`src/rtl/spi_reg_bridge_pkg.sv`:
```
// Shared definitions for the SPI command decoder: FSM state codes, command
// byte field positions and the default status byte returned on MISO.
// Optional feature macro used by the bridge: SPI_REG_BRIDGE_AUTOINC_EN.
package spi_reg_bridge_pkg;

   typedef logic [2:0] state_t;

   localparam state_t ST_IDLE    = 3'd0;
   localparam state_t ST_CMD     = 3'd1;
   localparam state_t ST_WR      = 3'd2;
   localparam state_t ST_RD_REQ  = 3'd3;
   localparam state_t ST_RD_WAIT = 3'd4;
   localparam state_t ST_RD_DATA = 3'd5;

   // Command byte layout: bit 7 selects read (1) or write (0), bits 6:0 address
   localparam int CMD_RW_BIT   = 7;
   localparam int CMD_ADDR_MSB = 6;
   localparam int CMD_ADDR_LSB = 0;

   localparam logic [7:0] STATUS_BYTE_DEFAULT = 8'hA5;

endpackage

```
`src/rtl/spi_reg_bridge_cs_sync.sv`:
```
// Two-flop synchronizer for the raw SPI chip select, plus edge detection on
// the synchronized value. All flops reset to 1 (deselected), so a chip select
// that is already low when reset releases still produces a falling edge.
module spi_cs_sync (
   input  logic i_Clk,
   input  logic i_Rst,
   input  logic i_SPI_CS_n,
   output logic o_CS_Active,
   output logic o_CS_Rise,
   output logic o_CS_Fall
);

   logic meta_q, meta_d;
   logic sync_q, sync_d;
   logic prev_q, prev_d;

   // Shift chain: raw -> meta -> sync -> prev (prev only feeds edge detect)
   always_comb begin
      meta_d = i_SPI_CS_n;
      sync_d = meta_q;
      prev_d = sync_q;
   end

   // Synchronizer and edge-history registers
   always_ff @(posedge i_Clk) begin
      if (i_Rst) begin
         meta_q <= 1'b1;
         sync_q <= 1'b1;
         prev_q <= 1'b1;
      end else begin
         meta_q <= meta_d;
         sync_q <= sync_d;
         prev_q <= prev_d;
      end
   end

   assign o_CS_Active = ~sync_q;
   assign o_CS_Rise   = sync_q & ~prev_q;
   assign o_CS_Fall   = ~sync_q & prev_q;

endmodule

```
`src/rtl/spi_reg_bridge.sv`:
```
// SPI byte-stream to register-bus bridge. The first byte of each chip-select
// window is a command (R/W + start address); following bytes are write data
// or read dummies. Reads return register data on the next MISO byte.
// Every output is registered; o_State exposes the FSM for observation.
// Handshake: i_RX_DV, o_TX_DV, o_Reg_Wr and o_Reg_Rd are single-cycle
// strobes with no back-pressure; the data beside a strobe is valid only in
// the strobe cycle, and i_Reg_RData is sampled exactly one cycle after
// o_Reg_Rd.
// Macro SPI_REG_BRIDGE_AUTOINC_EN: when defined the address advances (and
// wraps) after every data byte; when undefined it stays at the command address.
module spi_reg_bridge
   import spi_reg_bridge_pkg::*;
#(
   parameter logic [7:0] STATUS_BYTE = STATUS_BYTE_DEFAULT,
   parameter int         ADDR_W      = 7
) (
   input  logic              i_Clk,
   input  logic              i_Rst,
   input  logic              i_SPI_CS_n,
   input  logic              i_RX_DV,
   input  logic [7:0]        i_RX_Byte,
   output logic              o_TX_DV,
   output logic [7:0]        o_TX_Byte,
   output logic              o_Reg_Wr,
   output logic              o_Reg_Rd,
   output logic [ADDR_W-1:0] o_Reg_Addr,
   output logic [7:0]        o_Reg_WData,
   input  logic [7:0]        i_Reg_RData,
   output logic              o_Busy,
   output logic              o_Overrun,
   output state_t            o_State
);

   logic cs_active, cs_rise, cs_fall;

   spi_cs_sync u_cs_sync (
      .i_Clk       (i_Clk),
      .i_Rst       (i_Rst),
      .i_SPI_CS_n  (i_SPI_CS_n),
      .o_CS_Active (cs_active),
      .o_CS_Rise   (cs_rise),
      .o_CS_Fall   (cs_fall)
   );

   state_t            state_q, state_d;
   logic [ADDR_W-1:0] addr_q, addr_d;
   logic              tx_dv_q, tx_dv_d;
   logic [7:0]        tx_byte_q, tx_byte_d;
   logic              reg_wr_q, reg_wr_d;
   logic              reg_rd_q, reg_rd_d;
   logic [ADDR_W-1:0] reg_addr_q, reg_addr_d;
   logic [7:0]        wdata_q, wdata_d;
   logic              overrun_q, overrun_d;
   logic              init_q, init_d;

   // Address used for the next data byte of a burst
   function automatic logic [ADDR_W-1:0] step_addr(input logic [ADDR_W-1:0] a);
`ifdef SPI_REG_BRIDGE_AUTOINC_EN
      step_addr = a + ADDR_W'(1);
`else
      step_addr = a;
`endif
   endfunction

   // Next-state and strobe generation; a chip-select release overrides
   // everything so an abandoned transaction emits no register strobes.
   always_comb begin
      state_d    = state_q;
      addr_d     = addr_q;
      tx_dv_d    = 1'b0;
      tx_byte_d  = tx_byte_q;
      reg_wr_d   = 1'b0;
      reg_rd_d   = 1'b0;
      reg_addr_d = reg_addr_q;
      wdata_d    = wdata_q;
      overrun_d  = overrun_q;
      init_d     = 1'b0;

      // Preload the status byte once after reset so the first command byte
      // already has a defined reply.
      if (init_q) begin
         tx_dv_d   = 1'b1;
         tx_byte_d = STATUS_BYTE;
      end

      if (cs_rise) begin
         state_d   = ST_IDLE;
         tx_dv_d   = 1'b1;
         tx_byte_d = STATUS_BYTE;
      end else begin
         case (state_q)
            ST_IDLE: begin
               if (cs_fall) state_d = ST_CMD;
            end
            ST_CMD: begin
               if (i_RX_DV) begin
                  addr_d = i_RX_Byte[ADDR_W-1:0];
                  if (i_RX_Byte[CMD_RW_BIT]) begin
                     // Strobe is registered on entry so RD_REQ holds it
                     reg_rd_d   = 1'b1;
                     reg_addr_d = i_RX_Byte[ADDR_W-1:0];
                     state_d    = ST_RD_REQ;
                  end else begin
                     state_d = ST_WR;
                  end
               end
            end
            ST_WR: begin
               if (i_RX_DV) begin
                  reg_wr_d   = 1'b1;
                  wdata_d    = i_RX_Byte;
                  reg_addr_d = addr_q;
                  addr_d     = step_addr(addr_q);
               end
            end
            ST_RD_REQ: begin
               state_d = ST_RD_WAIT;
               if (i_RX_DV) overrun_d = 1'b1;
            end
            ST_RD_WAIT: begin
               tx_dv_d   = 1'b1;
               tx_byte_d = i_Reg_RData;
               state_d   = ST_RD_DATA;
               if (i_RX_DV) overrun_d = 1'b1;
            end
            ST_RD_DATA: begin
               if (i_RX_DV) begin
                  addr_d     = step_addr(addr_q);
                  reg_addr_d = step_addr(addr_q);
                  reg_rd_d   = 1'b1;
                  state_d    = ST_RD_REQ;
               end
            end
            default: state_d = ST_IDLE;
         endcase
      end
   end

   // State and output registers; reset squashes any strobe in flight
   always_ff @(posedge i_Clk) begin
      if (i_Rst) begin
         state_q    <= ST_IDLE;
         addr_q     <= '0;
         tx_dv_q    <= 1'b0;
         tx_byte_q  <= STATUS_BYTE;
         reg_wr_q   <= 1'b0;
         reg_rd_q   <= 1'b0;
         reg_addr_q <= '0;
         wdata_q    <= 8'h00;
         overrun_q  <= 1'b0;
         init_q     <= 1'b1;
      end else begin
         state_q    <= state_d;
         addr_q     <= addr_d;
         tx_dv_q    <= tx_dv_d;
         tx_byte_q  <= tx_byte_d;
         reg_wr_q   <= reg_wr_d;
         reg_rd_q   <= reg_rd_d;
         reg_addr_q <= reg_addr_d;
         wdata_q    <= wdata_d;
         overrun_q  <= overrun_d;
         init_q     <= init_d;
      end
   end

   assign o_TX_DV     = tx_dv_q;
   assign o_TX_Byte   = tx_byte_q;
   assign o_Reg_Wr    = reg_wr_q;
   assign o_Reg_Rd    = reg_rd_q;
   assign o_Reg_Addr  = reg_addr_q;
   assign o_Reg_WData = wdata_q;
   assign o_Busy      = cs_active;
   assign o_Overrun   = overrun_q;
   assign o_State     = state_q;

endmodule

```
`config.mk`:
```
export PLATFORM = sky130hd
export DESIGN_NAME = spi_reg_bridge
export DESIGN_NICKNAME = d
export VERILOG_FILES = /design/src/rtl/spi_reg_bridge_pkg.sv /design/src/rtl/spi_reg_bridge_cs_sync.sv /design/src/rtl/spi_reg_bridge.sv
export SDC_FILE = /design/constraint.sdc
export NUM_CORES = 1
export LEC_CHECK = 0
export ABC_AREA = 1
export CAP_MARGIN = 20
export CELL_PAD_IN_SITES_DETAIL_PLACEMENT = 1
export CELL_PAD_IN_SITES_GLOBAL_PLACEMENT = 1
export CORE_AREA = 2 2 72 74
export DETAILED_ROUTE_END_ITERATION = 8
export DIE_AREA = 0 0 74 76
export PLACE_DENSITY = 0.89
export SLEW_MARGIN = 25
export SYNTH_ARGS = -nofsm -noshare
export SYNTH_HDL_FRONTEND = slang
export SYNTH_SLANG_ARGS = --single-unit
export TNS_END_PERCENT = 5
```
`constraint.sdc`:
```
create_clock -name i_Clk -period 2.6 [get_ports i_Clk]
set_clock_uncertainty 0.2 [all_clocks]
set_input_delay 0.26 -clock i_Clk [delete_from_list [all_inputs] [get_ports i_Clk]]
set_output_delay 0.26 -clock i_Clk [all_outputs]
set_load 0.02 [all_outputs]
```
==> metrics <==
R2R depth=6; combinational power share=17.5%; post-route design area=2310 sq um; outcome=complete, no violations; die width=74 microns; Longest Clk Path Bufs=2; Area contributors post-synth=dfxtp_1 50%, nand2_1 12%, nor2_1 11%, o21ai_0 5.4%, inv_1 4.5%; Die ar.=5620 sq um; CTS tree=done; vias per std cell=4.50; post-route ant nets=0; wl on met1=1.98 mm; synthesized flop and latch total=41; post-synthesis sequential area ratio=49.5%; switching portion of total power=28.2%; nets@finish=299; Tot GR Track Use=17.0%; port bufs=50; post-CTS setup buffer count=0; Max Slew Vio Count=0; top post-synthesis cells by count=51 x nand2_1, 47 x nor2_1, 41 x dfxtp_1, 20 x inv_1, 18 x o21ai_0; worst slack, placed=0.649 ns; Leak=0.000985 uW; Die Ht=76 microns; relative slew slack=64.1%; Hold Path Class=reg2reg; max_cap viols=0; IO Pins=51; Worst path slowest cell=clkdlybuf4s50_1; final setup vio count=0; Clk pin slew, worst setup/hold paths=0.08 ns; hpwl dp=3.23 mm; internal power=942 uW; Sw Pwr=369 uW; fillers=628; H-tree lvl count=2; largest delay contributor family on the critical path=buffers and inverters; Worst setup SP type=flip-flop; register area=821 sq um; Clock Latency Late Sink=0.29 ns; final wirelength=4.37 mm; core area=4910 sq um; Power Dens Cells=567 nW/um^2; YS warnings=0; vias in the first global route=1640; initial antenna violation count=0; wire length on met2=2.20 mm; Netlist Area Pre-Place=1660 sq um; routed len/inst=12.5 microns; critical path cell sequence=clkdlybuf4s50_1; TritonCTS Buffers=5; r2r endpoint=o_Reg_Addr[3]; Post-synth EDFFs=0; Num Clock Sinks=41; Achievable Freq=500 MHz; hold_buf cts=0; Area Overhead vs Synth=39.4%; vias=1576; worst-margin pin slew=0.535 ns; setup TNS=0 ns; final worst slack=0.599 ns; final-report hold violation count=0; ys flop type=dfxtp_1; syn_nets=245; worst hold stages=1; Period Utilization, post-route=77.0%; Placed Area=2230 sq um; CP max stage delay=0.69 ns; reg-to-reg setup timing slack=0.71 ns; layout cell share with drive strength beyond 1=8.57%; RSZ-0062 raised after global routing=no; post_cts resized=0; root buffer cell=clkbuf_8; fin cells=350; hold endpoint=u_cs_sync.prev_d; Starting Density=33.7%; maximum fanout along the worst path=8; Netlist cell types=22; global-route wire length before repair=7.47 mm; most frequent cell after synthesis=nand2_1; Avg Cell Area, Syn=7.37 sq um; placed insts=342; CP Class=reg2out; Seq pwr share=51.7%; metal3 WL=113 microns; Iter 0 DRT Violations=63; reg2reg start=o_State[2]; First-pass DRT Iterations=4; drt drc=0; Syn Inst Count=225; footprint of the multi-input gates=726 sq um; Final Critical Period=2.00 ns; Buf/Inv on CP=1; HP Start=u_cs_sync.meta_q; required time worst endpoint=2.14 ns; largest net degree at the start of global routing=18; FFs w/ async S/R, synth=0%; signal arrival time at the worst endpoint=1.54 ns; Clock power frac=30.7%; gpl congestion=0.807; maximum vdd drop=0.302 mV; Ant. Diodes=0; Top Metal Used=met4; crit end category=output pin; num rows=26; total grt overflow=0; cell taking the most area after synthesis=dfxtp_1; share of the synthesized area in the top cell type=49.5%
placed cells by master, fill, tap and decap left out:
master / instances
nand2_1: 51
clkdlybuf4s50_1: 50
nor2_1: 47
dfxtp_1: 41
inv_1: 20
o21ai_0: 18
nand3_1: 11
a21oi_1: 9
clkbuf_8: 5
nand2_2: 4
o22ai_1: 4
inv_2: 3
nand2_4: 3
nor2_4: 2
or2_2: 2
clkinv_2: 2
nand3_4: 1
o21ai_1: 1
nor2_2: 1
a211oi_1: 1
a31oi_1: 1
nand4_1: 1
clkbuf_1: 1
buf_4: 1
cells by family (layout without fill, tap and decap cells):
| family | after synthesis | after routing | share of synthesized area, % |
|---|---|---|---|
| AND/OR/NAND/NOR | 123 | 123 | 33.0 |
| flip-flops | 41 | 41 | 49.5 |
| AO/OA/AOI/OAI | 34 | 34 | 10.8 |
| buffers and inverters | 27 | 82 | 6.72 |
state kept, by name, indices dropped and copies added, names as in the netlist:
| name | flops |
|---|---|
| o_Reg_Wr | 1 |
| o_Reg_WData | 8 |
| o_TX_DV | 1 |
| addr_q | 7 |
| init_q | 1 |
| o_Reg_Addr | 7 |
| u_cs_sync.prev_q | 1 |
| o_State | 3 |
| u_cs_sync.prev_d | 1 |
| o_Overrun | 1 |
| u_cs_sync.meta_q | 1 |
| o_Reg_Rd | 1 |
| o_TX_Byte | 8 |
power by group through the flow:
stage,logic (uW),registers [uW],clock network (uW)
6_report,230,678,403
5_1_grt,257,682,436
4_1_cts,233,679,414
3_5_place_dp,230,693,0
3_3_place_gp,223,692,0
2_1_floorplan,113,711,0
layer usage:
metal,track usage [%],vias to the layer above
met5,0,-
met4,7.64,0
met3,2.65,5
met2,28.3,20
met1,21.1,734
li1,-,817
through the flow:
stage               hold slack, ns  util, %  total power [uW]
floorplan                   0.0877        -               824
global placement             0.194     45.4               915
detailed placement           0.208     45.4               923
CTS                          0.230     47.0              1330
global route                 0.260     47.0              1380
finish                       0.226     47.0              1310
final cells by class:
cell class                      count  share of cell area (%)
Inverter                           23                    3.74
Clock buffer                        6                    3.14
Clock inverter                      2                   0.433
Timing Repair Buffer               51                    22.0
Multi-Input combinational cell    157                    31.4
Tap cell                           70                    3.79
Sequential cell                    41                    35.5
how the worst max path moves through the flow:
stage / startpoint / endpoint / slack (ns) / cells after the start
after floorplan: o_State[2] / o_Reg_Addr[1] / 0.97 / 9
after global placement: i_RX_DV / addr_q[0] / 0.76 / 7
after detailed placement: i_RX_DV / addr_q[0] / 0.65 / 7
after CTS: o_State[1] / o_State[1] / 0.58 / 1
after global routing: o_State[2] / o_Reg_Addr[3] / 0.48 / 6
final: o_State[1] / o_State[1] / 0.60 / 1
(Power assumes the default switching activity.)
